--- src/rtl/layer_mac_sequencer_if.sv ---
// Bus bundle for the layer MAC sequencer: input vector stream, coefficient RAM port,
// and result stream. The master side is the environment and the slave side is the sequencer.
interface layer_mac_sequencer_if #(
    parameter int N_IN = 10,
    parameter int DW   = 32,
    parameter int WAW  = 8,
    parameter int IDXW = 3
);
    logic               in_valid;
    logic               in_ready;
    logic [DW*N_IN-1:0] in_data;
    logic               w_rd;
    logic [WAW-1:0]     w_addr;
    logic [DW-1:0]      w_data;
    logic               out_valid;
    logic               out_ready;
    logic [DW-1:0]      out_data;
    logic [IDXW-1:0]    out_idx;
    logic               out_last;
    logic               busy;

    modport master (
        output in_valid, in_data, w_data, out_ready,
        input  in_ready, w_rd, w_addr, out_valid, out_data, out_idx, out_last, busy
    );

    modport slave (
        input  in_valid, in_data, w_data, out_ready,
        output in_ready, w_rd, w_addr, out_valid, out_data, out_idx, out_last, busy
    );
endinterface

--- src/rtl/layer_mac_sequencer.sv ---
// One fully connected layer evaluated neuron by neuron on a single shared MAC,
// with weights and bias streamed from a coefficient RAM that has a one-cycle read latency.
module layer_mac_sequencer #(
    parameter int N_IN  = 10,
    parameter int N_OUT = 8,
    parameter int DW    = 32,
    parameter int FRAC  = 13,
    parameter int WAW   = 8,
    parameter int IDXW  = 3,
    parameter int RELU  = 1
) (
    input logic                 clk,
    input logic                 reset,
    layer_mac_sequencer_if.slave bus
);
    localparam int              KW     = $clog2(N_IN + 1);
    localparam logic [KW-1:0]   K_LAST = KW'(N_IN);
    localparam logic [IDXW-1:0] N_LAST = IDXW'(N_OUT - 1);
    localparam int              SHL    = DW - FRAC - 16;
    localparam logic [DW-1:0]   LOW16  = {{(DW-16){1'b0}}, {16{1'b1}}};

    typedef enum logic [1:0] {IDLE, RUN, LAST, OUT} state_t;
    state_t state, state_next;

    logic [DW-1:0]   a_reg [N_IN];
    logic [IDXW-1:0] n;
    logic [KW-1:0]   k;
    logic [DW-1:0]   acc;
    logic [WAW-1:0]  addr;
    logic [DW-1:0]   out_data_r;
    logic [IDXW-1:0] out_idx_r;
    logic            out_last_r;
    logic [DW-1:0]   prod, sum, field, result;
    logic            in_ready, w_rd, out_valid, busy;

    always_ff @(posedge clk or negedge reset) begin
        if (!reset) state <= IDLE;
        else        state <= state_next;
    end

    always_comb begin
        state_next = state;
        case (state)
            IDLE:    if (bus.in_valid) state_next = RUN;
            RUN:     if (k == K_LAST) state_next = LAST;
            LAST:    state_next = OUT;
            OUT:     if (bus.out_ready) state_next = (n == N_LAST) ? IDLE : RUN;
            default: state_next = IDLE;
        endcase
    end

    always_comb begin
        in_ready  = 1'b0;
        w_rd      = 1'b0;
        out_valid = 1'b0;
        busy      = 1'b1;
        case (state)
            IDLE:    begin in_ready = 1'b1; busy = 1'b0; end
            RUN:     w_rd = 1'b1;
            OUT:     out_valid = 1'b1;
            default: ;
        endcase
    end

    // The weight on w_data during RUN cycle k was issued in cycle k-1, hence the delayed tap index.
    // The shift pair extracts acc[FRAC+15:FRAC] sign-extended; RELU masks it down to 16 bits.
    always_comb begin
        prod  = a_reg[k - KW'(1)] * bus.w_data;
        sum   = acc + bus.w_data;
        field = $signed(sum << SHL) >>> (DW - 16);
        if (RELU != 0) result = sum[DW-1] ? '0 : (field & LOW16);
        else           result = field;
    end

    always_ff @(posedge clk or negedge reset) begin
        if (!reset) begin
            for (int i = 0; i < N_IN; i++) a_reg[i] <= '0;
            n          <= '0;
            k          <= '0;
            acc        <= '0;
            addr       <= '0;
            out_data_r <= '0;
            out_idx_r  <= '0;
            out_last_r <= 1'b0;
        end else begin
            case (state)
                IDLE: if (bus.in_valid) begin
                    for (int i = 0; i < N_IN; i++) a_reg[i] <= bus.in_data[i*DW +: DW];
                    n    <= '0;
                    k    <= '0;
                    acc  <= '0;
                    addr <= '0;
                end
                RUN: begin
                    if (k != '0) acc <= acc + prod;
                    if (k != K_LAST) begin
                        k    <= k + KW'(1);
                        addr <= addr + WAW'(1);
                    end
                end
                LAST: begin
                    out_data_r <= result;
                    out_idx_r  <= n;
                    out_last_r <= (n == N_LAST);
                end
                // Coefficients are laid out contiguously, so the next neuron starts right after this bias.
                OUT: if (bus.out_ready && n != N_LAST) begin
                    n    <= n + IDXW'(1);
                    k    <= '0;
                    acc  <= '0;
                    addr <= addr + WAW'(1);
                end
                default: ;
            endcase
        end
    end

    assign bus.in_ready  = in_ready;
    assign bus.w_rd      = w_rd;
    assign bus.w_addr    = addr;
    assign bus.out_valid = out_valid;
    assign bus.out_data  = out_data_r;
    assign bus.out_idx   = out_idx_r;
    assign bus.out_last  = out_last_r;
    assign bus.busy      = busy;
endmodule
--- src/flat_wrapper.sv ---
// flat-port wrapper written by rule: the top's interface ports become plain ports
module layer_mac_sequencer_flat 
#(
    parameter int N_IN  = 10,
    parameter int N_OUT = 8,
    parameter int DW    = 32,
    parameter int FRAC  = 13,
    parameter int WAW   = 8,
    parameter int IDXW  = 3,
    parameter int RELU  = 1
)
  (clk, reset, bus_in_valid, bus_in_data, bus_w_data, bus_out_ready, bus_in_ready, bus_w_rd, bus_w_addr, bus_out_valid, bus_out_data, bus_out_idx, bus_out_last, bus_busy);
  layer_mac_sequencer_if #(.N_IN(N_IN), .DW(DW), .WAW(WAW), .IDXW(IDXW)) bus_i ();
  input logic clk;
  input logic reset;
  input wire logic [$bits(bus_i.in_valid)-1:0] bus_in_valid;
  input wire logic [$bits(bus_i.in_data)-1:0] bus_in_data;
  input wire logic [$bits(bus_i.w_data)-1:0] bus_w_data;
  input wire logic [$bits(bus_i.out_ready)-1:0] bus_out_ready;
  output wire logic [$bits(bus_i.in_ready)-1:0] bus_in_ready;
  output wire logic [$bits(bus_i.w_rd)-1:0] bus_w_rd;
  output wire logic [$bits(bus_i.w_addr)-1:0] bus_w_addr;
  output wire logic [$bits(bus_i.out_valid)-1:0] bus_out_valid;
  output wire logic [$bits(bus_i.out_data)-1:0] bus_out_data;
  output wire logic [$bits(bus_i.out_idx)-1:0] bus_out_idx;
  output wire logic [$bits(bus_i.out_last)-1:0] bus_out_last;
  output wire logic [$bits(bus_i.busy)-1:0] bus_busy;
  assign bus_i.in_valid = bus_in_valid;
  assign bus_i.in_data = bus_in_data;
  assign bus_i.w_data = bus_w_data;
  assign bus_i.out_ready = bus_out_ready;
  assign bus_in_ready = bus_i.in_ready;
  assign bus_w_rd = bus_i.w_rd;
  assign bus_w_addr = bus_i.w_addr;
  assign bus_out_valid = bus_i.out_valid;
  assign bus_out_data = bus_i.out_data;
  assign bus_out_idx = bus_i.out_idx;
  assign bus_out_last = bus_i.out_last;
  assign bus_busy = bus_i.busy;
  layer_mac_sequencer #(.N_IN(N_IN), .N_OUT(N_OUT), .DW(DW), .FRAC(FRAC), .WAW(WAW), .IDXW(IDXW), .RELU(RELU)) u_core (.clk(clk), .reset(reset), .bus(bus_i));
endmodule
--- config.mk ---
export PLATFORM = sky130hd
export DESIGN_NAME = layer_mac_sequencer_flat
export DESIGN_NICKNAME = d
export VERILOG_FILES = /design/src/rtl/layer_mac_sequencer_if.sv /design/src/rtl/layer_mac_sequencer.sv /design/src/flat_wrapper.sv
export SDC_FILE = /design/constraint.sdc
export NUM_CORES = 2
export LEC_CHECK = 0
export BUFFER_PORTS_ARGS = -buffer_cell sky130_fd_sc_hd__buf_2
export CAP_MARGIN = 20
export CORE_MARGIN = 2
export CORE_UTILIZATION = 45
export DETAILED_ROUTE_END_ITERATION = 8
export GPL_TIMING_DRIVEN = 0
export PLACE_DENSITY = 0.7
export SETUP_SLACK_MARGIN = 0.4
export SLEW_MARGIN = 15
export SYNTH_ARGS = -nofsm -noshare
export SYNTH_HDL_FRONTEND = slang
export SYNTH_SLANG_ARGS = --single-unit
--- constraint.sdc ---
create_clock -name clk -period 11.1 [get_ports clk]
set_input_delay 2.775 -clock clk [delete_from_list [all_inputs] [get_ports clk]]
set_output_delay 2.775 -clock clk [all_outputs]
set_load 0.03 [all_outputs]
==> Word-level counts from Yosys, hierarchy flattened <==
Index checks and enable logic that the tools add are counted.
{ "classes": {"addsub": 6, "n_mul": 1, "order_cmp": 1, "eq_ne": 13, "mux": 28, "n_bitwise": 1, "n_reduce_logical": 10} }
{ "ops": {"columns": ["op", "n"], "rows": [
  ["32-bit 2-to-1 mux", 5],
  ["32-bit binary-select mux with 4-bit select", 1],
  ["32-bit one-hot mux with 3 select lines", 1],
  ["32-bit adder", 2],
  ["32-bit by 32-bit multiplier with 32-bit output", 1],
  ["8-bit 2-to-1 mux", 3],
  ["8-bit one-hot mux with 3 select lines", 1],
  ["16-bit 2-to-1 mux", 1],
  ["4-bit 2-to-1 mux", 3],
  ["4-bit one-hot mux with 3 select lines", 1],
  ["8-bit by 1-bit adder with 8-bit output, second input constant", 1],
  ["2-bit by 1-bit != test with 1-bit output, second input constant", 4],
  ["2-bit one-hot mux with 4 select lines", 1],
  ["4-bit AND reduction", 2],
  ["2-bit 2-to-1 mux", 3],
  ["3-bit 2-to-1 mux", 2],
  ["3-bit one-hot mux with 2 select lines", 1],
  ["3-bit AND reduction", 2],
  ["5-bit >= comparator, second input constant", 1],
  ["1-bit 2-to-1 mux", 5],
  ["4-bit NOT with 5-bit output", 1],
  ["4-bit by 1-bit adder with 4-bit output, second input constant", 1],
  ["2-bit equality test, second input constant", 2],
  ["4-bit equality test, second input constant", 1],
  ["13 further kinds", 14]
]} }
{ "totals": {"regBits": 405, "in_bits": 356, "out_inout_bits": 48, "word_cells": 78} }

==> Longest topological paths before layout <==
{ "depth": {"depth_word": 9, "depth_mapped": 45, "mapped_depth_nobuf": 35} }

==> Worst setup path after synthesis <==
No wires, ideal clock.
{ "synth_timing": {"path_kind": "reg2reg", "start": "register u_core.k[0]", "end": "register u_core.acc[30]", "setup_time_ps": 141, "t_arrival_ps": 9569, "required_ps": 10959, "setup_slack_ps": 1391, "stages_incl_launch_ff": 41, "n_path_buf": 10, "synth_period_minus_slack_ps": 9709, "path_cell_list": "dfrtp_1 -> buf_6 -> buf_8 -> buf_12 -> buf_6 -> buf_4 -> buf_4 -> inv_1 -> ha_1 -> buf_6 -> buf_6 -> buf_6 -> mux4_2 -> a22oi_1 -> o31ai_4 -> clkbuf_1 -> and2_1 -> fa_1 -> (+5 left out) -> fa_1 -> fa_1 -> fa_1 -> inv_1 -> fa_1 -> inv_1 -> ha_1 -> a21o_1 -> a21o_1 -> a21oi_1 -> nand2_1 -> a21oi_1 -> a211o_1 -> a21oi_1 -> a211o_1 -> o311ai_0 -> xor2_1 -> o22ai_1"} }
{ "synth_between": {"elab_chain_cells": 9, "word_cells_on_any_way": 12, "classes_between": "2 x add/sub; 1 x mul; 1 x eq/ne; 5 x mux; 1 x bitwise; 2 x reduce/logical"} }
{ "synth_rtl": {"columns": ["element", "line", "rtl"], "rows": [
  ["start, declared", "layer_mac_sequencer.sv:27", "logic [KW-1:0] k;"],
  ["start signal, assigned", "layer_mac_sequencer.sv:97", "k <= k + KW'(1);"],
  ["4-bit by 1-bit subtractor with 4-bit output", "layer_mac_sequencer.sv:68", "prod = a_reg[k - KW'(1)] * bus.w_data;"],
  ["4-bit NOT with 5-bit output (implied by the code)", "layer_mac_sequencer.sv:68", null],
  ["32-bit binary-select mux with 4-bit select", "layer_mac_sequencer.sv:68", null],
  ["32-bit 2-to-1 mux (implied by the code) (2 in a row)", "layer_mac_sequencer.sv:68", null],
  ["32-bit by 32-bit multiplier with 32-bit output", "layer_mac_sequencer.sv:68", null],
  ["32-bit adder", "layer_mac_sequencer.sv:95", "if (k != '0) acc <= acc + prod;"],
  ["32-bit 2-to-1 mux", "layer_mac_sequencer.sv:95", null],
  ["32-bit one-hot mux with 3 select lines", "layer_mac_sequencer.sv:86", "case (state)"],
  ["end signal, assigned", "layer_mac_sequencer.sv:95", null],
  ["end, declared", "layer_mac_sequencer.sv:28", "logic [DW-1:0] acc;"]
]} }
Parallel ways exist; a longest one is shown, timed or not. The select of a mux whose other input is x is not followed.
A chain may end at the register's enable or synchronous reset.

==> Final worst setup path <==
{ "layout_timing": {"start": "register u_core.k[0]", "end": "register u_core.acc[31]"} }
The elaborated chain is that of the path after synthesis.

==> flow_summary.yaml <==
die:
  die_height_microns: 284
  fp.dieW_microns: 284
  pin_count: 404
  die_area_sq_mm: 0.0808
  rows: 102
  initial_utilization_pct: 45.5
  design.core.area_sq_mm: 0.0776
synthesis:
  synth_cells: 3151
  synth_area_sq_mm: 0.0353
  ys_warn_count: 0
  yosysSeqAreaShare_pct: 27.5
  ys_ff_latch: 389
  synth_ff_type: "dfrtp_1"
  netlist.area_leader.share_pct: 27.5
  synthTopCellsByArea: "dfrtp_1, fa_1, mux2_2, ha_1, and2_1"
  synth_area_per_cell_sq_um: 11.2
  yosys.area.top_type: "dfrtp_1"
  synth-edff-count: 0
  ys_types: 76
  async_reset_ff_share_pct: 100
critical_path:
  crit_buf_inv: 14
  end_kind: "flop"
  crit_family: "adder cells"
  critPathMaxStageDelay_ns: 0.56
  cp_common_cell: "fa_1"
  cp-start-kind: "flop"
  critPathMaxFanout: 10
  worst_ep_required_time_ns: 11.55
  cp.arrival_ns: 11.00
  crit_type: "flop to flop"
  cp_slowest_cell: "mux4_2"
drt:
  dr.pass1.iters: 7
  drt_iter0_drc: 2201
  wl_per_cell_microns: 25.6
  vias: 25900
  wl_microns: 121000
  via_per_inst: 5.49
  drc: 0
  drtAntennaViolNets: 0
global_routing:
  grt_max_degree: 104
  antenna_found_initial: 41
  grt_pass1_vias: 27500
  grt_util_all_layers_pct: 30.3
  gr-total-overflow: 0
  grt_pass1_wl_microns: 179000
placed_design:
  dp_hpwl_microns: 96400
  place.gp.congestion: 0.992
  portBuffers: 387
  place_area_sq_mm: 0.0388
clock_network:
  clk_latency_ns: 0.65
  cts_made_buffers: 47
  cts_buffer_depth: 3
  clk_pin_slew_ns: 0.06
  hold_buffers: 0
  cts_sinks: 389
  htreeDepth: 2
  cts_tree: "built"
  root_buffer: "clkbuf_16"
sta:
  hold_viol_final: 0
  max_slew_margin_pct: 23.1
  setup_viol: 0
  fin_crit_ns: 10.56
  drv_slew: 0
  fin_crit_sh_pct: 95.1
  tightest_slew_ns: 1.15
  clock_skew_ns: 0.0616
  clock.fmax_mhz: 94.7
  rsz0062_at_grt: "yes"
hold_path:
  hold_class: "flop to flop"
outcome:
  status: "finished clean"
final_layout:
  finalNetCount: 4588
  area_growth_pct: 16.4
  layout-drive-gt1-share_pct: 28.3
  largest_reg_flops: 320
  multiInputGateArea_sq_mm: 0.0230
  final_area_sq_mm: 0.0411
  num-fill-cells: 7006
  seqCellArea_sq_mm: 0.00973
flow_run:
  drv_cap: 0
[per-stage QoR]
step | hold slack, ns | cells | util (%) | setup slack [ns] | setup TNS, ns
3_5_place_dp | 0.488 | 4599 | 50.0 | -1.48 | -13.70
5_1_grt | 0.511 | 4714 | 52.9 | 0.359 | 0
4_1_cts | 0.501 | 4688 | 52.6 | 0.428 | 0
6_report | 0.500 | 4728 | 53.0 | 0.543 | 0
3_3_place_gp | 0.481 | 4593 | 49.8 | -1.77 | -284.03
2_1_floorplan | 0.469 | 3166 | - | 1.39 | 0
[worst register-to-register path, delay by kind of cell (launching register included)]
family                     cells  cell delay, ns
and+or+nand+nor                1            0.31
DFF                            1            0.38
xor gates and xnor gates       9            2.22
AOI/OAI and AO/OA              3            0.58
buffers and inverters         14            2.06
muxes                          1            0.57
adders and majority gates      9            4.25
[layout make-up]
type	instances	area share, %
inverters	524	4.78
flip-flops and latches	389	23.7
repair buffers	414	5.52
multi-input cells	2080	56.0
diodes	24	0.146
clock buffers	60	3.17
plain buffers	173	2.78
clock inverters	24	0.718
well taps	1040	3.16
[per-layer routing]
metal,wire [microns],global-route usage (%),vias to the layer above
met4,6670,14.1,42
li1,-,-,11000
met1,45000,37.5,13200
met3,13000,9.59,347
met5,288,0,-
met2,55900,48.4,1321
[Yosys cell counts (14+ instances only)]
| library cell | instances |
|---|---|
| clkbuf_1 | 123 |
| buf_4 | 25 |
| mux2i_1 | 36 |
| o21ai_0 | 40 |
| o31ai_1 | 14 |
| o22ai_1 | 24 |
| nand3_1 | 25 |
| mux4_2 | 64 |
| nand2_1 | 274 |
| a21o_1 | 23 |
| a21oi_1 | 42 |
| fa_1 | 438 |
| buf_6 | 15 |
| dfrtp_1 | 389 |
| inv_1 | 524 |
| xnor2_1 | 59 |
| mux2_2 | 338 |
| and2_1 | 315 |
| ha_1 | 165 |
| xor2_1 | 37 |
| nor2_1 | 27 |
[path summary, 6_finish.rpt]
kind | to | slack [ns] | startpoint | cells past startpoint
setup reg to reg | u_core.acc[31]$_DFFE_PN0P_ | 0.54 | u_core.k[0]$_DFFE_PN0P_ | 37
hold reg to reg | u_core.a_reg[117]$_DFFE_PN0P_ | 0.50 | u_core.a_reg[117]$_DFFE_PN0P_ | 1
setup / recovery | u_core.acc[31]$_DFFE_PN0P_ | 0.54 | u_core.k[0]$_DFFE_PN0P_ | 37
max in group asynchronous | u_core.acc[0]$_DFFE_PN0P_ | 7.90 | reset | 3
hold / removal | u_core.a_reg[117]$_DFFE_PN0P_ | 0.50 | u_core.a_reg[117]$_DFFE_PN0P_ | 1
min in group asynchronous | u_core.a_reg[233]$_DFFE_PN0P_ | 2.04 | reset | 1
[placed cells by master (no fill, tap or decap), types with 13 or more instances in the layout]
master | synthesis | routed
clkbuf_1 | 123 | 96
buf_2 | 2 | 388
fa_1 | 438 | 438
inv_1 | 524 | 524
o22ai_1 | 24 | 24
nor2_1 | 27 | 27
diode_2 | 0 | 24
a21oi_1 | 42 | 38
conb_1 | 1 | 16
xor2_1 | 37 | 36
clkbuf_2 | 0 | 21
clkbuf_16 | 0 | 47
nand3_1 | 25 | 25
ha_1 | 165 | 163
dfrtp_1 | 389 | 389
buf_6 | 15 | 13
a21o_1 | 23 | 23
buf_4 | 25 | 38
and2_1 | 315 | 315
xnor2_1 | 59 | 59
o21ai_0 | 40 | 39
nand2_1 | 274 | 273
mux2_2 | 338 | 338
o31ai_4 | 6 | 13
mux4_2 | 64 | 64
mux2i_1 | 36 | 32
[logic make-up after synthesis]
| family | count (synthesis) | share of synthesized area, % |
|---|---|---|
| AND/OR/NAND/NOR | 697 | 10.2 |
| buffers and inverters | 697 | 8.16 |
| adder cells (fa/ha/maj) | 603 | 30.7 |
| multiplexers | 442 | 16.0 |
| flip-flops | 389 | 27.5 |
| AO/OA/AOI/OAI | 218 | 4.51 |
| XOR/XNOR | 104 | 2.87 |
| other | 1 | 0.0106 |
[what timing repair did]
action                                 in CTS  in global routing
buffers inserted                            5                 15
gates resized for setup                   102                 24
pin swaps                                   5                 12
endpoints found under the hold margin       0                  0
setup endpoints to repair                  19                 10
Power is not shown: default switching activity piles up to over one toggle a cycle in this logic, so the estimate is an artifact.
